===== config.mk =====
export PLATFORM = sky130hd
export DESIGN_NAME = tdm_demux_8
export DESIGN_NICKNAME = d
export VERILOG_FILES = /design/src/rtl/tdm_demux_8.sv
export SDC_FILE = /design/constraint.sdc
export NUM_CORES = 1
export LEC_CHECK = 0
export ABC_AREA = 1
export CAP_MARGIN = 10
export CORE_MARGIN = 2
export CORE_UTILIZATION = 45
export DETAILED_ROUTE_END_ITERATION = 10
export PLACE_DENSITY = 0.7
export SETUP_SLACK_MARGIN = 0.02
export SYNTH_ARGS = -nofsm -noshare
export SYNTH_HDL_FRONTEND = slang
export SYNTH_HIERARCHICAL = 1
export SYNTH_SLANG_ARGS = --single-unit

===== constraint.sdc =====
create_clock -name clk -period 0.8 [get_ports clk]
set_clock_uncertainty 0.05 [all_clocks]
set_input_delay 0.12 -clock clk [delete_from_list [all_inputs] [get_ports clk]]
set_output_delay 0.12 -clock clk [all_outputs]
set_load 0.02 [all_outputs]

===== src/rtl/tdm_demux_8.sv =====
// tdm_demux_8: receive end of an 8:1 TDM link.
// Aligns to the Frame marker and steers slot k of each frame into shadow lane k.
// When a frame completes, the whole frame is copied to Out at once and Frame_done
// pulses for one cycle.
// Optional feature: define TDM_DEMUX_PARITY_EN to add one XOR parity beat after
// slot LANES-1. Without it, Parity_err is tied low.

// One shadow lane: holds a slot word until the frame completes.
module tdm_demux_lane #(
   parameter int WIDTH = 1
) (
   input  logic             clk,
   input  logic             rst,
   input  logic             we,
   input  logic [WIDTH-1:0] d,
   output logic [WIDTH-1:0] q
);

   // Capture the slot word when this lane is addressed.
   always_ff @(posedge clk or posedge rst) begin
      if (rst)     q <= '0;
      else if (we) q <= d;
   end

endmodule

module tdm_demux_8 #(
   parameter int LANES = 8,
   parameter int SEL_W = 3,
   parameter int WIDTH = 1
) (
   input  logic                   clk,
   input  logic                   rst,
   input  logic [WIDTH-1:0]       D_in,
   input  logic                   Valid_in,
   input  logic                   Frame,
   output logic [LANES*WIDTH-1:0] Out,
   output logic                   Frame_done,
   output logic [SEL_W-1:0]       Sel_out,
   output logic                   Locked,
   output logic                   Sync_err,
   output logic                   Parity_err
);

   localparam logic [SEL_W-1:0] LAST = SEL_W'(LANES - 1);
   localparam logic [SEL_W-1:0] ONE  = SEL_W'(1);

   typedef enum logic {HUNT = 1'b0, LOCKED = 1'b1} state_t;

   state_t                        state, state_nxt;
   logic [SEL_W-1:0]              slot, slot_nxt;
   logic [LANES-1:0]              we;
   logic [LANES-1:0][WIDTH-1:0]   shadow;
   logic [LANES-1:0][WIDTH-1:0]   out_nxt;
   logic                          out_ld;
   logic                          serr_nxt;
   logic                          midframe;
   logic [1:0]                    rst_pipe;
   logic                          rst_i;

`ifdef TDM_DEMUX_PARITY_EN
   logic                          par_ph, par_nxt;
   logic                          perr_nxt;
   logic [WIDTH-1:0]              par_calc;
`endif

   // Reset synchronizer: asserts with rst immediately, releases on a clock edge.
   always_ff @(posedge clk or posedge rst) begin
      if (rst) rst_pipe <= 2'b11;
      else     rst_pipe <= {rst_pipe[0], 1'b0};
   end

   assign rst_i = rst_pipe[1];

   // Shadow lanes; each one captures only its own slot.
   for (genvar k = 0; k < LANES; k++) begin : g_lane
      tdm_demux_lane #(.WIDTH(WIDTH)) u_lane (
         .clk (clk),
         .rst (rst_i),
         .we  (we[k]),
         .d   (D_in),
         .q   (shadow[k])
      );
   end

`ifdef TDM_DEMUX_PARITY_EN
   // The parity beat counts as mid-frame, so a marker on it forces a resync.
   assign midframe = (slot != '0) || par_ph;

   // Running XOR of the captured slot words, compared with the parity beat.
   always_comb begin
      par_calc = '0;
      for (int k = 0; k < LANES; k++) par_calc ^= shadow[k];
   end
`else
   assign midframe = (slot != '0);
`endif

   // State, slot counter and parity-phase registers.
   always_ff @(posedge clk or posedge rst_i) begin
      if (rst_i) begin
         state  <= HUNT;
         slot   <= '0;
`ifdef TDM_DEMUX_PARITY_EN
         par_ph <= 1'b0;
`endif
      end else begin
         state  <= state_nxt;
         slot   <= slot_nxt;
`ifdef TDM_DEMUX_PARITY_EN
         par_ph <= par_nxt;
`endif
      end
   end

   // Next state, lane write enables and frame-completion decision.
   always_comb begin
      state_nxt = state;
      slot_nxt  = slot;
      we        = '0;
      out_ld    = 1'b0;
      serr_nxt  = 1'b0;
      out_nxt   = shadow;
`ifdef TDM_DEMUX_PARITY_EN
      par_nxt   = par_ph;
      perr_nxt  = 1'b0;
`else
      // The final beat is merged in directly, so Out updates one clock after it.
      out_nxt[LANES-1] = D_in;
`endif
      if (Valid_in) begin
         unique case (state)
            HUNT: begin
               if (Frame) begin
                  we[0]     = 1'b1;
                  slot_nxt  = ONE;
                  state_nxt = LOCKED;
`ifdef TDM_DEMUX_PARITY_EN
                  par_nxt   = 1'b0;
`endif
               end
            end
            LOCKED: begin
               if (Frame && midframe) begin
                  // Marker mid-frame: drop the partial frame and restart at slot 0.
                  serr_nxt = 1'b1;
                  we[0]    = 1'b1;
                  slot_nxt = ONE;
`ifdef TDM_DEMUX_PARITY_EN
                  par_nxt  = 1'b0;
`endif
               end
`ifdef TDM_DEMUX_PARITY_EN
               else if (par_ph) begin
                  par_nxt  = 1'b0;
                  slot_nxt = '0;
                  if (D_in == par_calc) begin
                     out_ld = 1'b1;
                  end else begin
                     perr_nxt  = 1'b1;
                     state_nxt = HUNT;
                  end
               end
`endif
               else begin
                  we[slot] = 1'b1;
                  slot_nxt = slot + ONE;
                  if (slot == LAST) begin
`ifdef TDM_DEMUX_PARITY_EN
                     par_nxt = 1'b1;
`else
                     out_ld  = 1'b1;
`endif
                  end
               end
            end
         endcase
      end
   end

   // Output frame register and one-cycle status strobes.
   always_ff @(posedge clk or posedge rst_i) begin
      if (rst_i) begin
         Out        <= '0;
         Frame_done <= 1'b0;
         Sync_err   <= 1'b0;
      end else begin
         if (out_ld) Out <= out_nxt;
         Frame_done <= out_ld;
         Sync_err   <= serr_nxt;
      end
   end

`ifdef TDM_DEMUX_PARITY_EN
   // Parity mismatch strobe.
   always_ff @(posedge clk or posedge rst_i) begin
      if (rst_i) Parity_err <= 1'b0;
      else       Parity_err <= perr_nxt;
   end
`else
   assign Parity_err = 1'b0;
`endif

   assign Sel_out = slot;
   assign Locked  = (state == LOCKED);

endmodule

==> results.txt, run 1 <==
status = finished, violations left
failing checks = negative setup slack
minimum clock period = 1.37 ns
Top Family by Delay on Critical Path = simple AND/OR/NAND/NOR gates
vias in the first global route = 939
Synth area leaders = dfrtp_1 (48%), nand2_1 (17%), inv_1 (8.6%)
Post-synth EDFFs = 0
CTS tree = built
dpl cells = 192
worst setup margin = -0.573 ns
Pleak = 0.904 nW
P per Cell Area = 2950 nW/um^2
IO buf count = 18
initial antenna violation count = 0
Worst Setup End Kind = flop
Final Non-Filler Cells = 209
hpwl dp = 1720 um
Final Hold Vio Count = 0
Final Setup Violations = 34
I/O Pins = 20
Setup CP Type = reg -> reg
routed length per instance = 12.4 um
Mapped Area = 1090 um^2
number of H-tree levels = 1
CORE AREA = 2250 um^2
clk root buf = clkbuf_4
global route total overflow = 0
GRT Total Usage = 21.0%
Top cell by count, worst path = nand2_1
Fill cells = 177
largest net degree at the start of global routing = 13
GPL Wtd Cong = 0.854
Starting Density = 48.3%
Setup crit start = Sel_out[1]
Netlist cell types = 16
Die W = 53.2 um
crit-path cells = inv_2, ha_4, nand2_4, nand2_8, nand3_4, nor2_4, inv_1, nand2_1, nand2_1
Mean Syn Cell Area = 8.19 um^2
peak supply drop = 0.00197 V
Largest stage delay, worst path = 0.45 ns
Final Net Count = 190
critical path's slowest cell = dfrtp_2
synth cell count leaders = nand2_1 (49), inv_1 (25), dfrtp_1 (21)
WHS = 0.0627 ns
die area = 2830 um^2
Mapped Cells = 133
FMAX = 728 MHz
Top FF cell, synth = dfrtp_1
Skew-Pair Late Insertion Delay = 0.31 ns
Syn-to-layout area delta = 53.8%
RSZ-0062 raised after global routing = yes
final period utilization = 172%
Syn. warnings = 6
First DRT Iteration DRCs = 37
Die Span Y = 53.2 um
Startpoint Class = flop
Reg-to-Reg Start = Sel_out[1]
Buffers & Inverters on Critical Path = 2
vias = 1006
asr flop ratio synth = 100%
Final ANT Viol Nets = 0
drc violations = 0
vias per cell = 4.81
critical path data required time = 0.96 ns
first-pass GRT wire length = 4190 um
Routed WL = 2590 um
hold crit path type = in -> async
worst-path fanout max = 6
layout cell share with drive strength beyond 1 = 43.6%
final setup TNS = -13.96 ns
Layout Utilization = 74.4%
Seq/Total Area, Yosys = 53.0%
DR pass1 iterations = 4
post-synth top area share = 48.2%
final slew viol count = 0
CTS Buffer Depth = 2
Synth area leader = dfrtp_1
antenna fix cells = 0
top-count cell post-synth = nand2_1
clock sink count = 23
row count = 17
Critical Path AT = 1.53 ns
post-synthesis register bit count = 23
CTS clk-pin slew, worst paths = 0.12 ns
clock buffer count from CTS = 3
Max-cap violations = 0
## worst paths after layout
check / endpoint / slack (ns) / cells after the start
worst max-delay path: g_lane[5].u_lane/q / -0.57 / 9
worst min-delay path: rst_pipe[0] / 0.06 / 2
worst max register to register: g_lane[5].u_lane/q / -0.57 / 9
worst min register to register: g_lane[6].u_lane/q / 0.11 / 1
max in group asynchronous: Sel_out[0] / 0.26 / 2
min in group clk: Sync_err / 0.26 / 3
## cell usage in the layout, fill, tap and decap left out, drive strengths merged, types with 3 or more instances in the layout
cell and n:
clkbuf 4, nand2 54, nor2 10, buf 39
nand3 14, dfrtp 21, inv 26, ha 3
## timing repair
action	CTS	global route
gates cloned	1	1
endpoints found under the setup margin	35	35
setup buffers	6	6
hold buffers	0	0
resized for setup	104	12
pin swaps	7	6
## routing by layer
metal	GRT usage (%)	wire (um)
met4	5.13	19
met1	25.6	1190
met2	37.9	1300
met3	3.39	83
met5	0	0
## sequential cells by signal (all words and copies together) (netlist names)
name             flops
rst_pipe             2
Sel_out              3
Locked               1
g_lane.u_lane/q      7
Out                  8
Frame_done           1
Sync_err             1
## stage by stage
stage	cell area, um^2	setup slack (ns)	power (mW)
CTS	1590	-0.541	4.67
floorplan	1130	-0.550	2.86
detailed placement	1430	-0.640	3.71
finish	1680	-0.573	4.95
global route	1680	-0.643	5.28
global placement	1430	-0.598	3.64
## report_power, final
group	total, mW	leakage [nW]	switching (mW)	internal [mW]
registers	1.84	0.290	0.297	1.54
clock network	0.527	0.0150	0.333	0.194
logic	2.58	0.599	1.33	1.25
total	4.95	0.904	1.96	2.99
## worst reg2reg max path, delay by kind of cell, from the launching register on
kind          cells  cell delay, ns
fa+ha+maj         1            0.14
buf+inv           2            0.13
flops             1            0.45
simple gates      6            0.50
## kinds of logic after synthesis
logic type,count (synthesis),share of synthesized area [%]
AOI/OAI and AO/OA,2,0.918
adders and majority gates,3,3.44
buffers and inverters,28,10.7
DFF,23,53.0
other,1,0.344
and+or+nand+nor,76,31.6
## cell type report
cell class | instances | area, um^2 | area share, %
clock buffer | 4 | 26.3 | 1.57
sequential | 23 | 583 | 34.8
inverter | 26 | 103 | 6.12
tap | 28 | 35.0 | 2.09
multi-input combinational | 85 | 546 | 32.5
timing repair buffer | 43 | 384 | 22.9
Note: power is estimated with default switching activity, not from simulation.
==> inputs of run 2 (changes only) <==
--- a/config.mk
+++ b/config.mk
@@ -10,7 +10,7 @@
 export CORE_MARGIN = 2
 export CORE_UTILIZATION = 45
 export DETAILED_ROUTE_END_ITERATION = 10
-export PLACE_DENSITY = 0.7
+export PLACE_DENSITY = 0.81
 export SETUP_SLACK_MARGIN = 0.02
 export SYNTH_ARGS = -nofsm -noshare
 export SYNTH_HDL_FRONTEND = slang
==> results.txt, run 2 (synthesis gave the netlist of run 1 again) <==
area occupied by registers = 583 um^2
I/O Pins = 20
vias per cell = 4.94
status = finished, violations left
antenna fix cells = 0
first-pass GRT wire length = 4190 um
CTS Buffer Depth = 2
final slew viol count = 0
peak supply drop = 0.00196 V
CTS tree = built
hold crit path type = in -> async
Worst Setup End Kind = flop
critical path's slowest cell = dfrtp_2
Starting Density = 48.3%
Top Family by Delay on Critical Path = simple AND/OR/NAND/NOR gates
max reg flops = 8
hpwl dp = 1940 um
P per Cell Area = 2960 nW/um^2
RSZ-0062 raised after global routing = yes
Top cell by count, worst path = nand2_1
Final ANT Viol Nets = 0
most frequent cells in the layout = nand2_1 (48), buf_4 (21), inv_1 (18), buf_6 (18), dfrtp_1 (17)
DR pass1 iterations = 4
final period utilization = 172%
clock buffer count from CTS = 3
FMAX = 726 MHz
drc violations = 0
GPL Wtd Cong = 0.869
Final Setup Violations = 35
Routed WL = 2800 um
die area = 2830 um^2
minimum clock period = 1.38 ns
IO buf count = 18
failing checks = negative setup slack
worst setup margin = -0.578 ns
Pleak = 0.919 nW
vias in the first global route = 958
Layout Utilization = 75.9%
clk root buf = clkbuf_4
worst-path fanout max = 6
Startpoint Class = flop
Setup CP Type = reg -> reg
CORE AREA = 2250 um^2
First DRT Iteration DRCs = 19
row count = 17
number of H-tree levels = 1
Buffers & Inverters on Critical Path = 2
Levels on crit path = 9
most common cell after layout, fill and taps aside = nand2_1
Final Hold Vio Count = 0
WHS = 0.0438 ns
GRT Total Usage = 21.1%
Critical Path AT = 1.55 ns
Max-cap violations = 0
Largest Register = Out
crit-path cells = inv_2, ha_4, nand2_4, nand2_8, nand3_4, nor2_2, inv_1, nand2_1, nand2_1
global route total overflow = 0
initial antenna violation count = 0
Skew-Pair Late Insertion Delay = 0.32 ns
Final Net Count = 190
Largest stage delay, worst path = 0.47 ns
Die Span Y = 53.2 um
critical path data required time = 0.98 ns
routed length per instance = 13.4 um
largest net degree at the start of global routing = 14
reg2reg path depth = 9
clock sink count = 23
layout cell share with drive strength beyond 1 = 44.8%
vias = 1033
Multi-input gate area = 563 um^2
CTS clk-pin slew, worst paths = 0.13 ns
Syn-to-layout area delta = 56.9%
Fill cells = 153
Die W = 53.2 um
==> run 2: changes by cell type in the layout (fill, tap and decap cells not counted), sizes merged <==
cell	change
clkbuf	-1
clkinv	+1
dlygate4sd2	-1
dlymetal6s2s	+1
==> run 2: where the power goes <==
| part | internal, mW | switching [mW] | total [mW] |
|---|---|---|---|
| clock | 0.188 | 0.369 | 0.557 |
| sequential | 1.54 | 0.334 | 1.87 |
| combinational | 1.27 | 1.36 | 2.63 |
==> run 2: cell type report <==
cell class                      count  share of cell area, %
Clock inverter                      1                  0.293
Timing Repair Buffer               43                   23.5
Clock buffer                        3                   1.32
Multi-Input combinational cell     85                   32.9
Sequential cell                    23                   34.1
Tap cell                           28                   2.05
Inverter                           26                   5.85
==> run 2: repair_timing <==
item | CTS | global route
hold buffers | 0 | 0
cloned | 1 | 1
gates resized for setup | 98 | 24
pin swaps | 3 | 8
setup endpoints to repair | 35 | 35
buffers inserted | 7 | 5
==> run 2: metrics by stage <==
| step | instances | setup TNS, ns | worst slack [ns] | total power [mW] | instance area [um^2] |
|---|---|---|---|---|---|
| 6_report | 209 | -14.64 | -0.578 | 5.06 | 1710 |
| 5_1_grt | 209 | -16.30 | -0.640 | 5.36 | 1710 |
| 4_1_cts | 205 | -14.40 | -0.563 | 4.68 | 1590 |
| 3_5_place_dp | 194 | -15.77 | -0.611 | 3.77 | 1450 |
| 3_3_place_gp | 194 | -14.92 | -0.560 | 3.64 | 1450 |
| 2_1_floorplan | 134 | -9.70 | -0.550 | 2.86 | 1130 |
==> run 2: final timing paths <==
| path | startpoint | endpoint | slack [ns] |
|---|---|---|---|
| setup / recovery | Sel_out[1] | g_lane[5].u_lane/q | -0.58 |
| hold reg to reg | rst_pipe[1] | g_lane[6].u_lane/q | 0.12 |
| setup reg to reg | Sel_out[1] | g_lane[5].u_lane/q | -0.58 |
| hold / removal | rst | rst_pipe[0] | 0.04 |
| min in group clk | Frame | Locked | 0.23 |
| max in group asynchronous | rst_pipe[1] | Out[4] | 0.28 |
==> run 2: metal layers <==
metal | vias to the layer above | GRT usage, % | wire length (um)
met1 | 500 | 24.5 | 1110
met4 | 0 | 6.41 | 66
met5 | - | 0 | 0
met2 | 37 | 39.1 | 1480
li1 | 487 | - | -
met3 | 9 | 3.39 | 149
==> run 2: worst register-to-register path, delay by kind of cell, from the launching register on <==
kind | cells | cell delay [ns]
flops | 1 | 0.47
buf+inv | 2 | 0.14
simple gates | 6 | 0.48
fa+ha+maj | 1 | 0.14
==> patch (config.mk and constraints of run 2) <==
Add a define of `TDM_DEMUX_PARITY_EN`.
--- a/src/rtl/tdm_demux_8.sv
+++ b/src/rtl/tdm_demux_8.sv
@@ -6,6 +6,8 @@
 // slot LANES-1. Without it, Parity_err is tied low.
 
 // One shadow lane: holds a slot word until the frame completes.
+`define TDM_DEMUX_PARITY_EN
+
 module tdm_demux_lane #(
    parameter int WIDTH = 1
 ) (
Behaviour: same outputs for any inputs over 10 cycles, from zero or initial values and one cycle with rst high; that may be too few to reach the edited logic, so the function may still have changed.
==> patch against run 2 <==
The run still ends with negative setup slack left. Sequential cell count is 3 higher. Global-route usage is 1.9 points higher. Via count is 45% higher. Sequential share of layout area is 6.9 points lower. First-iteration DRC count grew to 3.4 times the old value. Utilization is 4.8 points higher. Total power is 61% higher. Final cell count is 38% higher. Synthesized area is 28% higher. Wire length is 57% higher. Worst setup slack worse by 150 ps. Count of clock-buffer cells in the layout is 1 higher. Cell area is 42% higher. Critical path type unchanged. Largest power group unchanged.
==> patch: results (changes against run 2) <==
stage,metric,value,unit,change
clock_network,clkLatencyLatePin,320,ps,about the same
global_routing,grt_pass1_wl,6065,um,was 4188 um
clock_network,cts_max_path_buffers,2,,unchanged
synth,synth_top_flop_cell,dfrtp_1,,unchanged
detailed_routing,routed_wl,4398,um,was 2802 um
finish,num_antenna_cells,0,,unchanged
worst_setup_path,start_kind,flop,,unchanged
global_routing,grt_max_degree,17,,was 14
placement,port_buffers,19,,was 18
sta,setup_viol,39,,was 35
detailed_routing,vias,1501,,was 1033
worst_setup_path,timing.rr.end,Out[1],,was g_lane[5].u_lane/q
synth,synth_cell_type_count,22,,was 16
worst_setup_path,crit_path_end_kind,flop,,unchanged
placement,dp_slack,-839.3,ps,was -610.9 ps
worst_setup_path,reg2reg_depth,11,,was 9
synth,ys_seq_area_frac,0.4673,,was 0.5304
worst_setup_path,reg2reg_slack,-720,ps,was -580 ps
power,p_leak,1.266,nW,was 0.9187 nW
clock_network,clk_pin_slew_worst_paths,140,ps,
detailed_routing,dr.pass1.iters,5,,was 4
detailed_routing,drt_iter0_drc,65,,was 19
worst_setup_path,critPathArrivalTime,1700,ps,was 1550 ps
synth,synthTopCellsByCount,"nand2_1, inv_1, dfrtp_1",,unchanged
worst_setup_path,reg2reg_from,g_lane[3].u_lane/q,,was Sel_out[1]
placement,dpl.hpwl,2223,um,was 1938 um
synth,synthTopCellsByArea,"dfrtp_1, nand2_1, inv_1",,unchanged
global_routing,grt_pass1_vias,1440,,was 958
synth,yosys_warnings,6,,unchanged
placement,place_congestion,0.7859,,was 0.8686
sta,finalWorstSetupSlack,-723.7,ps,was -577.9 ps
synth,syn_inst,175,,was 133
power,peakVddDrop,1989,uV,was 1960 uV
status,status,"finished, violations left",,unchanged
finish,final.fill_count,168,,was 153
finish,drive_above_1_share,0.5843,,was 0.4475
hold_path,hp-class,input pin to async pin,,unchanged
global_routing,gr-usage-all-layers,0.2299,,was 0.2113
status,violations,negative setup slack,,unchanged
placement,post-place-cells,260,,was 194
detailed_routing,via_per_inst,5.212,,was 4.943
clock_network,cts_buffers,3,,unchanged
job,drv_cap,0,,unchanged
-- patch: changes by cell type after synthesis, moves of 2 or more --
cell / before / now
inv_1: 25 / 34
nand2_1: 49 / 57
nand4_1: 0 / 8
nand3_1: 14 / 8
nor2_1: 8 / 13
o21ai_0: 1 / 5
dfrtp_1: 21 / 24
nand2_2: 1 / 3
nand3_4: 0 / 2
nor3_1: 0 / 2
-- patch: metrics by stage --
stage	area, um2	setup TNS [ps]	power, mW	util
floorplan	1439	-11500	4.017	-
detailed placement	1918	-22090	5.288	0.6388
finish	2421	-19170	8.146	0.8063
global placement	1918	-20980	5.164	0.6388
global route	2421	-21090	8.519	0.8063
CTS	2212	-17860	7.217	0.7367
-- patch: worst min-delay path by stage --
stage	from	to	slack, ps	cells past startpoint
floorplan	rst	rst_pipe[0]	-20	1
global placement	rst_pipe[1]	g_lane[1].u_lane/q	100	1
detailed placement	rst_pipe[1]	g_lane[5].u_lane/q	100	1
CTS	rst	rst_pipe[0]	20	2
global route	rst	rst_pipe[1]	60	2
finish	rst	rst_pipe[1]	50	2
-- patch: metal layers --
| metal | up-vias | share of wire | global-route usage |
|---|---|---|---|
| li1 | 700 | - | - |
| met4 | 0 | 0.042 | 0.1111 |
| met3 | 22 | 0.037 | 0.03030 |
| met5 | - | 0 | 0 |
| met2 | 60 | 0.56 | 0.4457 |
| met1 | 719 | 0.36 | 0.2371 |
-- patch: kinds of logic (layout without fill, tap and decap cells) --
kind of cell	count (synthesis)	count (layout)	synth area share
and+or+nand+nor	100	103	0.3536
adders and majority gates	3	3	0.02686
xor gates and xnor gates	1	1	0.01164
buffers and inverters	36	113	0.09669
DFF	26	26	0.4673
other	1	1	0.002683
AOI/OAI and AO/OA	8	8	0.04118
-- patch: power by group --
group          internal (mW)  switching, mW
sequential              1.64          0.340
clock                  0.195          0.389
combinational           2.49           3.09
-- patch: final cells by class --
class / count / share of cell area
clock buffer: 4 / 0.01085
multi-input combinational: 116 / 0.3674
timing repair buffer: 73 / 0.2749
sequential: 26 / 0.2718
tap: 33 / 0.01705
inverter: 36 / 0.05788
-- patch: repair_timing --
action / in CTS / in global routing
pin swaps: 16 / 17
gates cloned: 3 / 0
setup endpoints to repair: 39 / 39
gates resized for setup: 121 / 43
setup buffers: 13 / 10
-- patch: critical path, stage by stage, from the launching register on --
cell,delay [ps]
dfrtp_1,450
inv_2,60
nand2_2,90
nand2_2,70
nand2_4,90
nand2_4,50
nand2_4,110
nand2_4,90
nand2_8,90
nand3_4,120
nand2_2,90
nand2_1,60
